--- src/rtl/pll_lock_monitor_if.sv ---
`timescale 1ns/1ps
// Signal bundle between the PLL lock monitor and its environment
// (boot sequencer handshake, PLL lock, released resets and status).
interface pll_lock_monitor_if;
  logic       init_done_i;
  logic       pll_lock_i;
  logic       pll_reinit_o;
  logic       sys_rst_n_o;
  logic       locked_o;
  logic       fail_o;
  logic [3:0] retry_cnt_o;
  logic [7:0] lost_cnt_o;

  modport master (
    input  init_done_i,
    input  pll_lock_i,
    output pll_reinit_o,
    output sys_rst_n_o,
    output locked_o,
    output fail_o,
    output retry_cnt_o,
    output lost_cnt_o
  );

  modport slave (
    output init_done_i,
    output pll_lock_i,
    input  pll_reinit_o,
    input  sys_rst_n_o,
    input  locked_o,
    input  fail_o,
    input  retry_cnt_o,
    input  lost_cnt_o
  );
endinterface

--- src/rtl/pll_lock_monitor.sv ---
`timescale 1ns/1ps
// Qualifies PLL lock over a stability window before releasing the system
// reset; retries the boot sequence on lock timeout and tracks lock losses.
module pll_lock_monitor #(
  parameter int unsigned g_stable_cycles = 100000,
  parameter int unsigned g_lock_timeout  = 10000000,
  parameter int unsigned g_max_retries   = 3,
  parameter int unsigned g_reinit_len    = 16
) (
  input logic                clk_i,
  input logic                rst_i,
  pll_lock_monitor_if.master mon
);

  localparam logic [23:0] STABLE_LAST  = 24'(g_stable_cycles - 1);
  localparam logic [23:0] TIMEOUT_LAST = 24'(g_lock_timeout - 1);
  localparam logic [23:0] REINIT_LAST  = 24'(g_reinit_len - 1);
  localparam logic [3:0]  MAX_RETRIES  = 4'(g_max_retries);

  typedef enum logic [2:0] {
    S_WAIT_INIT,
    S_WAIT_LOCK,
    S_STABLE,
    S_RUNNING,
    S_REINIT,
    S_FAILED
  } state_e;

  state_e      state_q, state_d;
  logic        state_chg;
  logic [23:0] cnt_q, cnt_d;
  logic        armed_q, armed_d;
  logic        sync1_q, sync1_d;
  logic        sync2_q, sync2_d;
  logic        lock_s;
  logic [3:0]  retry_q, retry_d;
  logic [7:0]  lost_q, lost_d;
  logic        reinit_q, reinit_d;
  logic        sys_rst_n_q, sys_rst_n_d;
  logic        locked_q, locked_d;
  logic        fail_q, fail_d;

  function automatic logic [7:0] sat_inc8(input logic [7:0] v);
    return (v == 8'hFF) ? v : v + 8'd1;
  endfunction

  // Lock indicator is asynchronous: two flops before anything looks at it.
  always_comb begin
    sync1_d = mon.pll_lock_i;
    sync2_d = sync1_q;
  end

  assign lock_s    = sync2_q;
  assign state_chg = (state_d != state_q);

  always_ff @(posedge clk_i) begin
    if (rst_i) begin
      state_q <= S_WAIT_INIT;
    end else begin
      state_q <= state_d;
    end
  end

  always_comb begin
    state_d = state_q;
    case (state_q)
      S_WAIT_INIT: begin
        if (mon.init_done_i && armed_q) state_d = S_WAIT_LOCK;
      end
      S_WAIT_LOCK: begin
        if (lock_s) begin
          state_d = S_STABLE;
        end else if (cnt_q == TIMEOUT_LAST) begin
          state_d = (retry_q < MAX_RETRIES) ? S_REINIT : S_FAILED;
        end
      end
      S_STABLE: begin
        if (!lock_s) begin
          state_d = S_WAIT_LOCK;
        end else if (cnt_q == STABLE_LAST) begin
          state_d = S_RUNNING;
        end
      end
      S_RUNNING: begin
        if (!lock_s) state_d = S_WAIT_LOCK;
      end
      S_REINIT: begin
        if (cnt_q == REINIT_LAST) state_d = S_WAIT_INIT;
      end
      S_FAILED: state_d = S_FAILED;
      default:  state_d = S_WAIT_INIT;
    endcase
  end

  // Outputs are registered from the next state so they line up with it.
  always_comb begin
    cnt_d       = 24'd0;
    armed_d     = armed_q;
    retry_d     = retry_q;
    lost_d      = lost_q;
    reinit_d    = (state_d == S_REINIT);
    sys_rst_n_d = (state_d == S_RUNNING);
    locked_d    = (state_d == S_RUNNING);
    fail_d      = (state_d == S_FAILED);

    if (!state_chg) begin
      case (state_q)
        S_WAIT_LOCK, S_STABLE, S_REINIT: cnt_d = cnt_q + 24'd1;
        default:                         cnt_d = 24'd0;
      endcase
    end

    // A stale init-done held across a reinit must be seen low before it counts.
    if (state_q == S_WAIT_INIT && !mon.init_done_i) begin
      armed_d = 1'b1;
    end else if (state_q == S_REINIT) begin
      armed_d = 1'b0;
    end

    if (state_chg && state_d == S_RUNNING) begin
      retry_d = 4'd0;
    end else if (state_chg && state_d == S_REINIT) begin
      retry_d = retry_q + 4'd1;
    end

    if (state_q == S_RUNNING && state_d == S_WAIT_LOCK) begin
      lost_d = sat_inc8(lost_q);
    end
  end

  always_ff @(posedge clk_i) begin
    if (rst_i) begin
      cnt_q       <= 24'd0;
      armed_q     <= 1'b0;
      sync1_q     <= 1'b0;
      sync2_q     <= 1'b0;
      retry_q     <= 4'd0;
      lost_q      <= 8'd0;
      reinit_q    <= 1'b0;
      sys_rst_n_q <= 1'b0;
      locked_q    <= 1'b0;
      fail_q      <= 1'b0;
    end else begin
      cnt_q       <= cnt_d;
      armed_q     <= armed_d;
      sync1_q     <= sync1_d;
      sync2_q     <= sync2_d;
      retry_q     <= retry_d;
      lost_q      <= lost_d;
      reinit_q    <= reinit_d;
      sys_rst_n_q <= sys_rst_n_d;
      locked_q    <= locked_d;
      fail_q      <= fail_d;
    end
  end

  assign mon.pll_reinit_o = reinit_q;
  assign mon.sys_rst_n_o  = sys_rst_n_q;
  assign mon.locked_o     = locked_q;
  assign mon.fail_o       = fail_q;
  assign mon.retry_cnt_o  = retry_q;
  assign mon.lost_cnt_o   = lost_q;

endmodule
--- src/flat_wrapper.sv ---
// flat-port wrapper written by rule: the top's interface ports become plain ports
module pll_lock_monitor_flat 
#(
  parameter int unsigned g_stable_cycles = 100000,
  parameter int unsigned g_lock_timeout  = 10000000,
  parameter int unsigned g_max_retries   = 3,
  parameter int unsigned g_reinit_len    = 16
)
  (clk_i, rst_i, mon_init_done_i, mon_pll_lock_i, mon_pll_reinit_o, mon_sys_rst_n_o, mon_locked_o, mon_fail_o, mon_retry_cnt_o, mon_lost_cnt_o);
  pll_lock_monitor_if mon_i ();
  input logic clk_i;
  input logic rst_i;
  input wire logic [$bits(mon_i.init_done_i)-1:0] mon_init_done_i;
  input wire logic [$bits(mon_i.pll_lock_i)-1:0] mon_pll_lock_i;
  output wire logic [$bits(mon_i.pll_reinit_o)-1:0] mon_pll_reinit_o;
  output wire logic [$bits(mon_i.sys_rst_n_o)-1:0] mon_sys_rst_n_o;
  output wire logic [$bits(mon_i.locked_o)-1:0] mon_locked_o;
  output wire logic [$bits(mon_i.fail_o)-1:0] mon_fail_o;
  output wire logic [$bits(mon_i.retry_cnt_o)-1:0] mon_retry_cnt_o;
  output wire logic [$bits(mon_i.lost_cnt_o)-1:0] mon_lost_cnt_o;
  assign mon_i.init_done_i = mon_init_done_i;
  assign mon_i.pll_lock_i = mon_pll_lock_i;
  assign mon_pll_reinit_o = mon_i.pll_reinit_o;
  assign mon_sys_rst_n_o = mon_i.sys_rst_n_o;
  assign mon_locked_o = mon_i.locked_o;
  assign mon_fail_o = mon_i.fail_o;
  assign mon_retry_cnt_o = mon_i.retry_cnt_o;
  assign mon_lost_cnt_o = mon_i.lost_cnt_o;
  pll_lock_monitor #(.g_stable_cycles(g_stable_cycles), .g_lock_timeout(g_lock_timeout), .g_max_retries(g_max_retries), .g_reinit_len(g_reinit_len)) u_core (.clk_i(clk_i), .rst_i(rst_i), .mon(mon_i));
endmodule
--- config.mk ---
export PLATFORM = sky130hd
export DESIGN_NAME = pll_lock_monitor_flat
export DESIGN_NICKNAME = d
export VERILOG_FILES = /design/src/rtl/pll_lock_monitor_if.sv /design/src/rtl/pll_lock_monitor.sv /design/src/flat_wrapper.sv
export SDC_FILE = /design/constraint.sdc
export NUM_CORES = 1
export LEC_CHECK = 0
export CORE_ASPECT_RATIO = 1.4
export CORE_MARGIN = 2
export CORE_UTILIZATION = 50
export CTS_CLUSTER_DIAMETER = 40
export CTS_CLUSTER_SIZE = 40
export DETAILED_ROUTE_END_ITERATION = 6
export PLACE_DENSITY = 0.79
export SYNTH_ARGS = -nofsm -noshare
export SYNTH_HDL_FRONTEND = slang
export SYNTH_SLANG_ARGS = --single-unit
--- constraint.sdc ---
create_clock -name clk_i -period 3.1 [get_ports clk_i]
set_clock_uncertainty 0.05 [all_clocks]
set_input_delay 0.93 -clock clk_i [delete_from_list [all_inputs] [get_ports clk_i]]
set_output_delay 0.93 -clock clk_i [all_outputs]
set_load 0.02 [all_outputs]
---- After elaboration in Yosys (flattened, before gate mapping) ----
Index checks and enable logic that the tools add are counted.
word-level totals
  latch bits .............................. 0
  bits of input ports ..................... 4
  ROM bits ................................ 0
  word-level logic and storage cells ...... 53
  flip-flop bits (word level) ............. 45
  memories kept ........................... 0
  output and inout port bits .............. 16
  bits in writable memories ............... 0
cells by class
  divide/modulo/power cells ............... 0
  $mul .................................... 0
  bitwise logic cells ..................... 2
  $lt $le $gt $ge ......................... 1
  $add $sub $neg .......................... 3
  shift operators ......................... 0
  reductions and logical operators ........ 12
  mux-type cells .......................... 11
  eq/ne operators ......................... 14
operators by type and width
  cell                                                                          count
  24-bit by 1-bit adder with 24-bit output, second input constant               1
  24-bit by 17-bit == test with 1-bit output, second input constant             1
  24-bit == test, second input constant                                         1
  24-bit by 4-bit == test with 1-bit output, second input constant              1
  3-bit two-way mux                                                             7
  3-bit case mux with 6 select lines                                            1
  3-bit == test, second input constant                                          4
  3-bit by 2-bit == test with 1-bit output, second input constant               3
  8-bit by 1-bit adder with 8-bit output, second input constant                 1
  8-bit == test, second input constant                                          1
  3-bit by 1-bit == test with 1-bit output, second input constant               2
  3-bit OR reduction                                                            2
  1-bit logical AND                                                             5
  4-bit by 1-bit adder with 4-bit output, second input constant                 1
  4-bit by 2-bit less-than comparator with 1-bit output, second input constant  1
  3-bit logical NOT                                                             1
  1-bit two-way mux                                                             3
  3-bit inequality test                                                         1
  1-bit NOT                                                                     2
  2-bit AND reduction                                                           1
  2-bit nonzero test                                                            1
  2-bit OR reduction                                                            1
  1-bit logical NOT                                                             1

---- Longest topological paths before layout ----
  depth in word-level cells ............... 8
  depth in mapped cells ................... 7
  gate-level depth less buffers ........... 6

---- Least setup slack after synthesis ----
No wires, ideal clock.
  kind .................................... register to register
  from .................................... register u_core.cnt_q[0]
  to ...................................... register u_core.cnt_q[12]
  setup slack ............................. 974 ps
  period minus slack after synthesis ...... 2126 ps
  cell stages (with the launch flop) ...... 8
  path buffers ............................ 1
  data arrival time ....................... 1958 ps
  cell sequence ........................... dfxtp_1 > ha_1 > nand4_1 > nor4_2 > a21oi_1 > a311oi_4 > buf_6 > nor3_1
between the ends
  longest elaborated chain between the ends .. 6
RTL lines
  item                                                                          RTL line                                        text
  start: declaration                                                            pll_lock_monitor.sv:31                          logic [23:0] cnt_q, cnt_d;
  start signal: assignment                                                      pll_lock_monitor.sv:144                         cnt_q <= cnt_d;
  24-bit by 17-bit == test with 1-bit output or 24-bit == test (tied branches)  pll_lock_monitor.sv:80, pll_lock_monitor.sv:73
  3-bit two-way mux, on equally long branches                                   pll_lock_monitor.sv:80, pll_lock_monitor.sv:73
  3-bit two-way mux, on equally long branches                                   pll_lock_monitor.sv:78, pll_lock_monitor.sv:71
  3-bit case mux with 6 select lines                                            pll_lock_monitor.sv:66                          case (state_q)
  3-bit inequality test                                                         pll_lock_monitor.sv:54                          assign state_chg = (state_d != state_q);
  3-bit OR reduction (no line)                                                  -
Several ways; a longest one is shown, not always the timed one.
A chain may end at the register's enable or synchronous reset.

---- Worst setup path in the final report ----
  from .................................... register u_core.cnt_q[0]
  to ...................................... register u_core.cnt_q[6]
The elaborated chain is that of the path after synthesis.

==> impl_results.md <==
- Setup CP Type: reg -> reg
- Outcome: finished, final reports clean
- Post-route minimum period: 2.46 ns
- Routed WL per cell: 13.3 µm
- HP Class: reg -> reg
- Fin crit share: 79.5%
- DIE WIDTH: 59.1 µm
- Non-Filler Instances: 305
- Post-route DRC violation count: 0
- PwrDens: 440 nW/µm²
- IO Count: 20
- Worst slew pin tran: 0.876 ns
- Post-CTS resize count: 0
- Core Area: 4170 µm²
- Max-slew violation count: 0
- Hold Buf Count CTS: 0
- Crit path DAT: 2.59 ns
- RD Place Congestion: 0.881
- Max Fanout on Critical Path: 24
- VDD IR max: 231 µV
- CTS root buf: clkbuf_8
- CTS sink count: 45
- Max Cap Violations: 0
- Synth warnings: 0
- Dpl cells: 297
- Cell area after synthesis: 2120 µm²
- Initial antenna violation count: 0
- Worst-path clk slew: 0.08 ns
- Crit start category: flip-flop
- Die area: 4790 µm²
- Flop2flop setup slack: 0.64 ns
- Antenna Cells: 0
- Pleak: 0.808 nW
- Initial Util: 51.0%
- Vias: 1735
- Hold Vio Cnt, Final: 0
- CP required: 3.23 ns
- CTS tree: yes
- Final ANT Viol Nets: 0
- Mean area per synthesized cell: 8.82 µm²
- Total power: 1.08 mW
- Vias in the first global route: 1631
- Top post-synthesis cells by area: dfxtp_1 42%, nor3_1 8.2%, xor2_1 7.0%, xnor2_1 5.4%, nand3_1 4.2%
- First drt pass iteration count: 4
- DRT Wirelength: 4.07 mm
- Clock buffer depth: 2
- Post-synth top area share: 42.4%
- Mapped Cells: 241
- I/O Buffers: 19
- Slew margin rel.: 41.1%
- Synth-to-Final Area Change: 15.2%
- Share of the yosys chip area belonging to registers: 42.4%
- Largest net degree at the start of global routing: 25
- Share of layout cells above drive strength 1: 8.46%
- Fin Hold WS: 0.401 ns
- H-tree depth: 2
- Area leader, netlist: dfxtp_1
- DR iter-0 viols: 105
- Grt total ovfl: 0
- RSZ-0062 raised after global routing: no
- Std-Cell Rows: 28
- Setup bufs post-CTS: 0
- Total Routing Usage GR: 19.0%
- Die height: 81.1 µm
- Fin nets: 266
- Fmax: 406 MHz
- Clk_lat worst skew: 0.29 ns
- Setup crit end kind: flip-flop
- TritonCTS buffer count: 5
- Syn_nets: 248
- Avg Vias per Cell: 5.69
- Setup TNS: 0 ns
- Register bit total from synthesis: 45
- Distinct cells, synth: 40
- Final setup vio count: 0
- First-pass GRT wire length: 7.02 mm
- Post-DP HPWL: 2.88 mm
==> flip-flops by register name, summed over array words and instances, names as in the netlist <==
name / cells
u_core.armed_q: 1
u_core.cnt_q: 24
u_core.lock_s: 1
u_core.mon.fail_o: 1
u_core.mon.lost_cnt_o: 8
u_core.mon.pll_reinit_o: 1
u_core.mon.retry_cnt_o: 4
u_core.mon.sys_rst_n_o: 1
u_core.state_q: 3
u_core.sync1_q: 1
==> worst paths after layout <==
kind	startpoint	end	cells after the start
min reg2reg	u_core.sync1_q	u_core.lock_s	1
max reg2reg	u_core.cnt_q[0]	u_core.cnt_q[6]	7
max	u_core.cnt_q[0]	u_core.cnt_q[6]	7
min	u_core.sync1_q	u_core.lock_s	1
==> report_power, final <==
group          total (mW)  internal (mW)  switching (mW)
combinational      0.0373         0.0148          0.0225
sequential          0.587          0.581         0.00511
clock               0.454          0.263           0.191
total                1.08          0.859           0.218
==> Yosys cell counts (all sizes together) <==
cell type   n
mux2i       2
inv         6
a2111oi     1
a211oi      2
o21ai       2
or3         1
clkbuf      5
a31oi       2
or4         4
and3        1
nand3      18
nand2b      2
nor2b       3
xor2       17
nor2       23
or2         2
nand2      13
buf         6
nor3b       3
nor4        8
dfxtp      45
nor3       37
xnor2      13
a21oi       5
nand4       8
ha          3
a311oi      1
and2        3
nor4b       1
a31o        1
a32oi       1
o22ai       1
o2111ai     1
==> through the flow <==
| step | util (%) | setup WS (ns) | instance area, µm² |
|---|---|---|---|
| after floorplan | - | 0.974 | 2120 |
| after global placement | 55.9 | 0.431 | 2330 |
| after detailed placement | 55.9 | 0.392 | 2330 |
| after CTS | 58.7 | 0.614 | 2450 |
| after global routing | 58.7 | 0.412 | 2450 |
| final | 58.7 | 0.636 | 2450 |
==> critical path, stage by stage, from the launching register on <==
cell and delay (ns):
dfxtp_1 0.36, ha_1 0.22, nand4_1 0.29, nor4_2 0.55, a21oi_1 0.18, a311oi_4 0.29, buf_4 0.31, nor3_1 0.10
==> kinds of logic after synthesis <==
family          after synthesis  synth area share [%]
simple gates                127                  32.2
flops                        45                  42.4
xor+xnor                     30                  12.4
compound gates               17                  6.36
buf+inv                      17                  4.00
fa+ha+maj                     3                  1.77
mux                           2                 0.942
==> final cells by class <==
cell class	instances	area (µm²)
clock buffers	7	86.3
clock inverters	1	30.0
fillers	366	1720
inverters	6	22.5
multi-input cells	179	1140
flip-flops and latches	45	901
well taps	45	56.3
repair buffers	22	213
==> metal layers <==
metal / routed length [µm] / global-route usage (%) / vias up
met3: 123 / 3.82 / 9
met4: 97 / 10.5 / 0
li1: - / - / 891
met2: 2060 / 32.8 / 33
met1: 1790 / 21.3 / 802
met5: 0 / 0 / -
==> cell usage in the layout (no fill, tap or decap), types with 2 or more instances in the layout <==
master / synthesis / routed
clkbuf_8: 0 / 6
a21oi_1: 5 / 5
and2_1: 3 / 3
nand2b_1: 2 / 2
or4_4: 2 / 2
xnor2_1: 13 / 13
dfxtp_1: 45 / 45
or2_2: 2 / 2
o21ai_0: 2 / 2
nor3_2: 2 / 2
nand3_1: 18 / 18
nor4_1: 6 / 6
nand4_1: 8 / 8
nor2_1: 23 / 23
clkdlybuf4s50_1: 0 / 19
or4_1: 2 / 2
nor2b_1: 3 / 3
ha_1: 3 / 3
a31oi_1: 2 / 2
nor3_1: 35 / 35
mux2i_1: 2 / 2
nor3b_1: 3 / 3
nand2_1: 13 / 13
nor4_2: 2 / 2
inv_1: 6 / 6
xor2_1: 17 / 17
buf_4: 1 / 3
Note: power is estimated with default switching activity, not from simulation.
